## config.mk

```make
export PLATFORM = sky130hd
export DESIGN_NAME = data_memory_responder
export DESIGN_NICKNAME = d
export VERILOG_FILES = /design/src/rtl/data_memory_responder.sv
export SDC_FILE = /design/constraint.sdc
export NUM_CORES = 2
export LEC_CHECK = 0
export CORE_MARGIN = 1.5
export CORE_UTILIZATION = 50
export DETAILED_ROUTE_END_ITERATION = 16
export PLACE_DENSITY = 0.65
export REMOVE_ABC_BUFFERS = 1
export SYNTH_ARGS = -nofsm -noshare
export SYNTH_HDL_FRONTEND = slang
export SYNTH_SLANG_ARGS = --single-unit
```

## constraint.sdc

```tcl
create_clock -name CLK -period 79.5 [get_ports CLK]
set_clock_uncertainty 0.2 [all_clocks]
set_input_delay 7.95 -clock CLK [delete_from_list [all_inputs] [get_ports CLK]]
set_output_delay 7.95 -clock CLK [all_outputs]
set_load 0.03 [all_outputs]
```

## src/rtl/data_memory_responder.sv

```systemverilog
// Multi-cycle data memory serving CPU load/store requests; stalls the core via BUSYWAIT.
// Request captured at E0, completes at E0+LATENCY, then one DONE cycle with BUSYWAIT low.
module data_memory_responder #(
  parameter int ADDR_WIDTH = 8,
  parameter int DATA_WIDTH = 8,
  parameter int LATENCY    = 5
) (
  input  logic                  CLK,
  input  logic                  RESET,
  input  logic                  READ,
  input  logic                  WRITE,
  input  logic [ADDR_WIDTH-1:0] ADDRESS,
  input  logic [DATA_WIDTH-1:0] WRITEDATA,
  output logic [DATA_WIDTH-1:0] READDATA,
  output logic                  BUSYWAIT,
  output logic                  PROTOCOL_ERR
);

  localparam logic [1:0] ST_IDLE = 2'd0;
  localparam logic [1:0] ST_BUSY = 2'd1;
  localparam logic [1:0] ST_DONE = 2'd2;

  localparam int         DEPTH    = 1 << ADDR_WIDTH;
  localparam logic [3:0] CNT_INIT = 4'(LATENCY - 1);

  logic [1:0]            state_q, state_d;
  logic [3:0]            cnt_q, cnt_d;
  logic                  op_wr_q, op_wr_d;
  logic [ADDR_WIDTH-1:0] addr_q, addr_d;
  logic [DATA_WIDTH-1:0] wdata_q, wdata_d;
  logic [DATA_WIDTH-1:0] rdata_q, rdata_d;
  logic                  err_q, err_d;
  logic                  busy;
  logic                  commit;

  logic [DATA_WIDTH-1:0] mem_q [DEPTH];

  always_comb begin
    state_d = state_q;
    cnt_d   = cnt_q;
    op_wr_d = op_wr_q;
    addr_d  = addr_q;
    wdata_d = wdata_q;
    rdata_d = rdata_q;
    err_d   = err_q;
    busy    = 1'b0;
    commit  = 1'b0;
    case (state_q)
      ST_IDLE: begin
        // Stall combinationally so the PC holds before the capture edge.
        busy = READ ^ WRITE;
        if (READ && WRITE) begin
          err_d = 1'b1;
        end else if (READ ^ WRITE) begin
          addr_d  = ADDRESS;
          wdata_d = WRITEDATA;
          op_wr_d = WRITE;
          cnt_d   = CNT_INIT;
          state_d = ST_BUSY;
        end
      end
      ST_BUSY: begin
        busy = 1'b1;
        if (cnt_q != 4'd0) begin
          cnt_d = cnt_q - 4'd1;
        end else begin
          commit  = 1'b1;
          state_d = ST_DONE;
          if (!op_wr_q) rdata_d = mem_q[addr_q];
        end
      end
      ST_DONE: begin
        // Request lines ignored here so a held request cannot retrigger.
        state_d = ST_IDLE;
      end
      default: state_d = ST_IDLE;
    endcase
  end

  always_ff @(posedge CLK or posedge RESET) begin
    if (RESET) begin
      state_q <= ST_IDLE;
      cnt_q   <= '0;
      op_wr_q <= 1'b0;
      addr_q  <= '0;
      wdata_q <= '0;
      rdata_q <= '0;
      err_q   <= 1'b0;
    end else begin
      state_q <= state_d;
      cnt_q   <= cnt_d;
      op_wr_q <= op_wr_d;
      addr_q  <= addr_d;
      wdata_q <= wdata_d;
      rdata_q <= rdata_d;
      err_q   <= err_d;
    end
  end

  always_ff @(posedge CLK or posedge RESET) begin
    if (RESET) begin
      for (int i = 0; i < DEPTH; i++) mem_q[i] <= '0;
    end else if (commit && op_wr_q) begin
      mem_q[addr_q] <= wdata_q;
    end
  end

  assign BUSYWAIT     = busy && !RESET;
  assign READDATA     = rdata_q;
  assign PROTOCOL_ERR = err_q;

endmodule

```

# Yosys cells after proc, flatten, opt, wreduce, memory -nomap -nowiden
# Index checks and enable logic that the tools add are counted.
dict set report word_totals {
  regBits 2080
  in_bits 20
  out_inout_bits 10
  word_cells 306
}
dict set report classes {
  addsub 1
  n_lt_le_gt_ge 2
  eq_ne 5
  n_mux 17
  bitwise_logic 5
  n_reduce_logical 13
}
# op n
set ops {}
lappend ops {{$bwmux 2048} 1}
lappend ops {{$bmux 8 s8} 1}
lappend ops {{$demux 8 s8} 1}
lappend ops {{$mux 8} 3}
lappend ops {{$mux 4} 3}
lappend ops {{$ge 9x9->1 const B} 1}
lappend ops {{$lt 9x1->1 const B} 1}
lappend ops {{$not 8->9} 1}
lappend ops {{$reduce_and 3->1} 3}
lappend ops {{$ne 2x2->1 const B} 4}
lappend ops {{$pmux 4 s2} 1}
lappend ops {{$mux 2} 3}
lappend ops {{$logic_and 1x1->1} 4}
lappend ops {{$pmux 2 s2} 1}
lappend ops {{$reduce_and 4->1} 1}
lappend ops {{$reduce_bool 4->1} 1}
lappend ops {{$sub 4x1->4 const B} 1}
lappend ops {{$not 1->1} 3}
lappend ops {{$eq 2x1->1 const B} 1}
lappend ops {{$logic_not 2->1} 1}
lappend ops {{$mux 1} 2}
lappend ops {{$pmux 1 s2} 1}
lappend ops {{$reduce_and 2->1} 1}
lappend ops {{$reduce_bool 2->1} 1}
lappend ops {{other kinds (2)} 2}

# Longest topological paths before layout
dict set report depth {
  ltp_word 6
  ltp_mapped 13
  mapped_depth_nobuf 8
}

# Worst setup path before layout
# OpenSTA, ideal clock, no wires.
dict set report synth_timing {
  path_kind {input to output}
  startpoint {input port READ}
  endpoint {output port BUSYWAIT}
  arrival_ps 8930
  required_ps 71350
  slack_ps 62420
  cell_stages 3
  path_buffers 0
  cell_sequence {ha_1 > nor2_1 > nor3_1}
}
dict set report synth_via {
  elab_chain_cells 3
}
# element line
set synth_lines {}
lappend synth_lines {{start, declared} 10} ;# input logic READ,
lappend synth_lines {{$xor 1x1->1} 51} ;# busy = READ ^ WRITE;
lappend synth_lines {{$pmux 1 s2} 48} ;# case (state_q)
lappend synth_lines {{$logic_and 1x1->1} 108} ;# assign BUSYWAIT = busy && !RESET;
lappend synth_lines {{end, declared} 15} ;# output logic BUSYWAIT,
# No other way between the ends.

# Worst setup path in the final report
dict set report layout_timing {
  startpoint {input port WRITE}
  endpoint {output port BUSYWAIT}
}
dict set report layout_via {
  elab_chain_cells 3
}
# element line
set layout_lines {}
lappend layout_lines {{start, declared} 11} ;# input logic WRITE,
lappend layout_lines {{$xor 1x1->1} 51}
lappend layout_lines {{$pmux 1 s2} 48}
lappend layout_lines {{$logic_and 1x1->1} 108}
# No other way between the ends.

==> metrics.md <==
| Metric | Value |
|---|---|
| Status | completed |
| Crit-path max FO | 3 |
| Post-synthesis area per instance | 16.01 um2 |
| DRC violations left | 0 |
| Antenna violations before repair | 9 |
| Critical path's slowest cell | clkdlybuf4s50_1 |
| Largest family of logic cells by synthesized area | multiplexers |
| EDFF count, synth | 0 |
| Layout cell share with drive strength beyond 1 | 53.02% |
| TritonRoute pass-1 iters | 5 |
| R2R Path End | READDATA[0]$_DFFE_PP0P_ |
| VDD IR max | 28.16 uV |
| Post-route antenna net violation count | 0 |
| Setup Crit Path Kind | in2out |
| I/O pin cnt | 30 |
| Fillers | 15290 |
| Logic pwr share | 25.8% |
| Clk_lat worst skew | 0.87 ns |
| Post-synthesis mux area share | 36.76% |
| Die width | 444.2 um |
| Vias in the first global route | 56493 |
| Die Ht | 444.2 um |
| Most used DFF post-synth | dfrtp_1 |
| Fin. Hold Viols | 0 |
| Layout net count | 6008 |
| Post-Synth XOR/XNOR Area | less than 1% |
| First-pass GRT wire length | just under 400000 um |
| Crit. path cell count | 5 |
| CTS Hold Buffers Added | 0 |
| Total wire length | between 200000 and 300000 um |
| Clk sinks | 2080 |
| NetSw | 0.001066 W |
| Number of buffers created by CTS | about 220 |
| Switching share of power | 36.07% |
| Buffer levels on the longest clock path | 3 |
| Crit path cell chain | clkdlybuf4s50_1, ha_1, nor2_1, nor3_1, clkdlybuf4s50_1 |
| Die Area | 197300 um2 |
| Headroom to the max-slew limit | 18.74% |
| Vias | 53938 |
| Crit path top cell by count | clkdlybuf4s50_1 |
| Grt ovf | 0 |
| Multi-input gate area | 43040 um2 |
| Tcrit/Tclk final | approximately 22% |
| Seq/Total Area, Yosys | 53.47% |
| Hold crit path type | reg2reg |
| Number of setup buffers added after CTS | 0 |
| Synth Cell Area | 97350 um2 |
| GPL Wtd Cong | 0.8012 |
| Beginning of the critical path | WRITE |
| Synth warn | 0 |
| Initial Util | 50.44% |
| Post-synth ARST share | 100.0% |
| R2R Setup Slk | 73.29 ns |
| Final Max Tran Viols | 0 |
| Reg clk slew, reported paths | about 0.06 ns |
| Critical Path Sink Type | output pin |
| Port bufs | 29 |
| Flop pwr share | 39.1% |
| Final min period | between 15 and 20 ns |
| Final Setup Violations | 0 |
| Root buffer cell | clkbuf_16 |
| Worst setup endpoint | BUSYWAIT |
| Largest net degree at the start of global routing | 211 |
| Adder-Cell Fraction of Synth Area | 0.03856% |
| TritonCTS clock tree | yes |
| Rows | 161 |
| Compound-cell area share of the yosys netlist | 2.188% |
| Slew @ Worst Pin | 1.219 ns |
| Avg WL per Cell | 29.67 um |
| Global-route usage over all layers | between 20% and 30% |
| CTS resizes | 0 |
| Count of different cell masters after synthesis | 69 |
| RSZ-0062 raised after global routing | no |
| Startpoint of the worst-slack reg-to-reg timing path | addr_q[0]$_DFFE_PP0P_ |
| Clock network power share | about a third |
| FF/Latch Area | 52100 um2 |
| Simple-gate share of the synthesized area | 5.135% |
| Worst path required time | 71.35 ns |
| Int Pwr | 0.001889 W |
| Reg2reg path depth | 10 |
| Setup ws final | roughly 60 ns |
| Fmax achieved | 0.05649 GHz |
| Core Area | 193000 um2 |
| Mapped Cells | 6079 |
| Worst Path Buf+Inv | 2 |
| Worst EP arrival | about 9.6 ns |
| Final setup TNS | 0 ns |
| Iter 0 DRT Violations | 3832 |
| CP startpoint kind | input pin |
| Half-perimeter wire length after detailed placement | 159300 um |
| Worst path top cell family by delay | buffers and inverters |
| Synth Register Bits | 2080 |
| H-tree levels | 4 |
| Cell area power density | roughly 28 nW/um2 |
| Largest stage delay, worst path | 0.70 ns |
| Place WS | between 60 and 70 ns |
| Vias per cell | about 6.2 |
| Max-Cap Viols | 0 |
| Area growth syn-to-layout | 9.907% |
| Leak pwr | 52.39 nW |
[how the worst min path moves through the flow]
stage	start	endpoint	slack, ns	depth (start not counted)
after global placement	PROTOCOL_ERR$_DFFE_PP0P_	PROTOCOL_ERR$_DFFE_PP0P_	0.25	1
after detailed placement	PROTOCOL_ERR$_DFFE_PP0P_	PROTOCOL_ERR$_DFFE_PP0P_	0.26	1
after global routing	PROTOCOL_ERR$_DFFE_PP0P_	PROTOCOL_ERR$_DFFE_PP0P_	0.29	1
after CTS	PROTOCOL_ERR$_DFFE_PP0P_	PROTOCOL_ERR$_DFFE_PP0P_	0.27	1
after floorplan	mem_q[841]$_DFFE_PP0P_	mem_q[841]$_DFFE_PP0P_	0.25	1
final	PROTOCOL_ERR$_DFFE_PP0P_	PROTOCOL_ERR$_DFFE_PP0P_	0.27	1
[cells in the mapped netlist (4+ instances only)]
cell type  count  area (um2)
dfrtp_1     2080       52050
mux2_2      1967       22150
mux4_2       489       11010
clkbuf_1     273        1025
mux2i_1      139        1391
nor2_8       105        2102
nand2_1       98       367.9
nor2_2        89       556.8
buf_2         83       415.4
mux2_1        77       867.1
nor2_4        65       732.0
buf_4         57       427.9
a22oi_1       54       405.4
o22ai_1       51       319.1
nor2_1        42       157.7
buf_6         35       394.1
a221oi_1      34       297.8
o21ai_0       31       155.2
a211oi_1      24       180.2
a22o_1        24       210.2
mux2_4        24       360.4
nor2b_1       22       137.6
a21oi_1       21       105.1
nor3_1        17       85.08
nand3_1       14       70.07
nand2b_1      11       68.82
nand3_4       11       192.7
a31oi_1       10       62.56
nand3b_1      10       75.07
nand2_4        9       101.4
and2_1         8       50.05
o211ai_1       8       60.06
buf_1          7       26.28
nand2_2        6       37.54
or3_1          6       37.54
a311oi_1       5       43.79
inv_1          5       18.77
nand4_1        5       31.28
o31ai_1        5       37.54
a31o_2         4       35.03
o2bb2ai_1      4       35.03
o311a_1        4       40.04
or3b_2         4       35.03
[kinds of logic (layout without fill, tap and decap cells)]
logic type,count (synthesis),count (layout)
AOI/OAI and AO/OA,296,296
xor gates and xnor gates,2,2
adders and majority gates,3,3
buffers and inverters,462,551
DFF,2080,2080
muxes,2696,2696
other,0,1
and+or+nand+nor,540,540
[metrics by stage]
stage / util (%) / cell area (um2) / hold slack [ns] / power, W / instances
4_1_cts: 55.44 / 107000 / 0.2724 / 0.002974 / 8694
3_3_place_gp: 51.63 / 99640 / 0.2492 / 0.001930 / 8294
6_report: 55.44 / 107000 / 0.2729 / 0.002955 / 8695
3_5_place_dp: 51.63 / 99640 / 0.2588 / 0.001934 / 8294
2_1_floorplan: - / 95040 / 0.2524 / 0.001703 / 5623
5_1_grt: 55.44 / 107000 / 0.2869 / 0.003053 / 8695
[registers in the layout, summed over array words and instances, names as in the netlist]
name          flops
mem_q          2048
READDATA          8
addr_q            8
wdata_q           8
cnt_q             4
state_q           2
PROTOCOL_ERR      1
op_wr_q           1
[power groups by stage]
stage	clock [W]	sequential [W]	combinational, W
4_1_cts	0.00106	0.00115	0.000761
3_3_place_gp	0	0.00117	0.000758
2_1_floorplan	0	0.00128	0.000419
3_5_place_dp	0	0.00117	0.000760
5_1_grt	0.00110	0.00116	0.000791
6_report	0.00104	0.00115	0.000762
[worst reg2reg max path, delay by kind of cell (launching register included)]
kind / cells / cell delay (ns)
simple gates: 2 / 1.04
buf+inv: 3 / 2.04
flops: 1 / 1.03
compound gates: 5 / 1.74
[cells in the final DEF (no fill, tap or decap), types with 8 or more instances in the layout]
| master | count |
|---|---|
| a22oi_1 | 54 |
| a31oi_1 | 10 |
| nor2_1 | 37 |
| mux2i_1 | 139 |
| clkinv_2 | 31 |
| clkbuf_1 | 59 |
| mux4_2 | 489 |
| nand2b_1 | 11 |
| a22o_1 | 24 |
| o211ai_1 | 8 |
| dfrtp_4 | 12 |
| nor2_4 | 68 |
| mux2_2 | 1967 |
| and2_1 | 8 |
| clkbuf_16 | 217 |
| mux2_4 | 24 |
| o21ai_0 | 31 |
| mux2_1 | 77 |
| a221oi_1 | 34 |
| nand2_1 | 98 |
| nor2_2 | 91 |
| nand3b_1 | 10 |
| bufinv_16 | 13 |
| nand3_1 | 14 |
| nor3_1 | 16 |
| a21oi_1 | 21 |
| clkdlybuf4s50_1 | 29 |
| nor2_8 | 105 |
| clkbuf_8 | 68 |
| buf_4 | 104 |
| nand2_4 | 9 |
| o22ai_1 | 51 |
| a211oi_1 | 24 |
| nand3_4 | 11 |
| nor2b_1 | 17 |
| dfrtp_1 | 2066 |
| buf_12 | 12 |
[area by class of cell]
type	count	share of cell area, %
Clock inverter	56	0.7110
Timing Repair Buffer	145	1.226
Sequential cell	2080	48.69
Antenna cell	1	0.002339
Tap cell	2526	2.954
Clock buffer	344	6.157
Multi-Input combinational cell	3537	40.23
Inverter	6	0.02807
[layer usage]
metal | up-vias | track usage (%) | share of wire [%] | wire length [um]
li1 | 22583 | - | - | -
met2 | 1179 | 41.41 | 47 | 121200
met5 | - | 0 | 0.013 | 34
met3 | 413 | 4.050 | 4.6 | 11950
met1 | 29757 | 38.32 | 45 | 115400
met4 | 6 | 9.192 | 3.6 | 9402
Note: power is estimated with default switching activity, not from simulation.
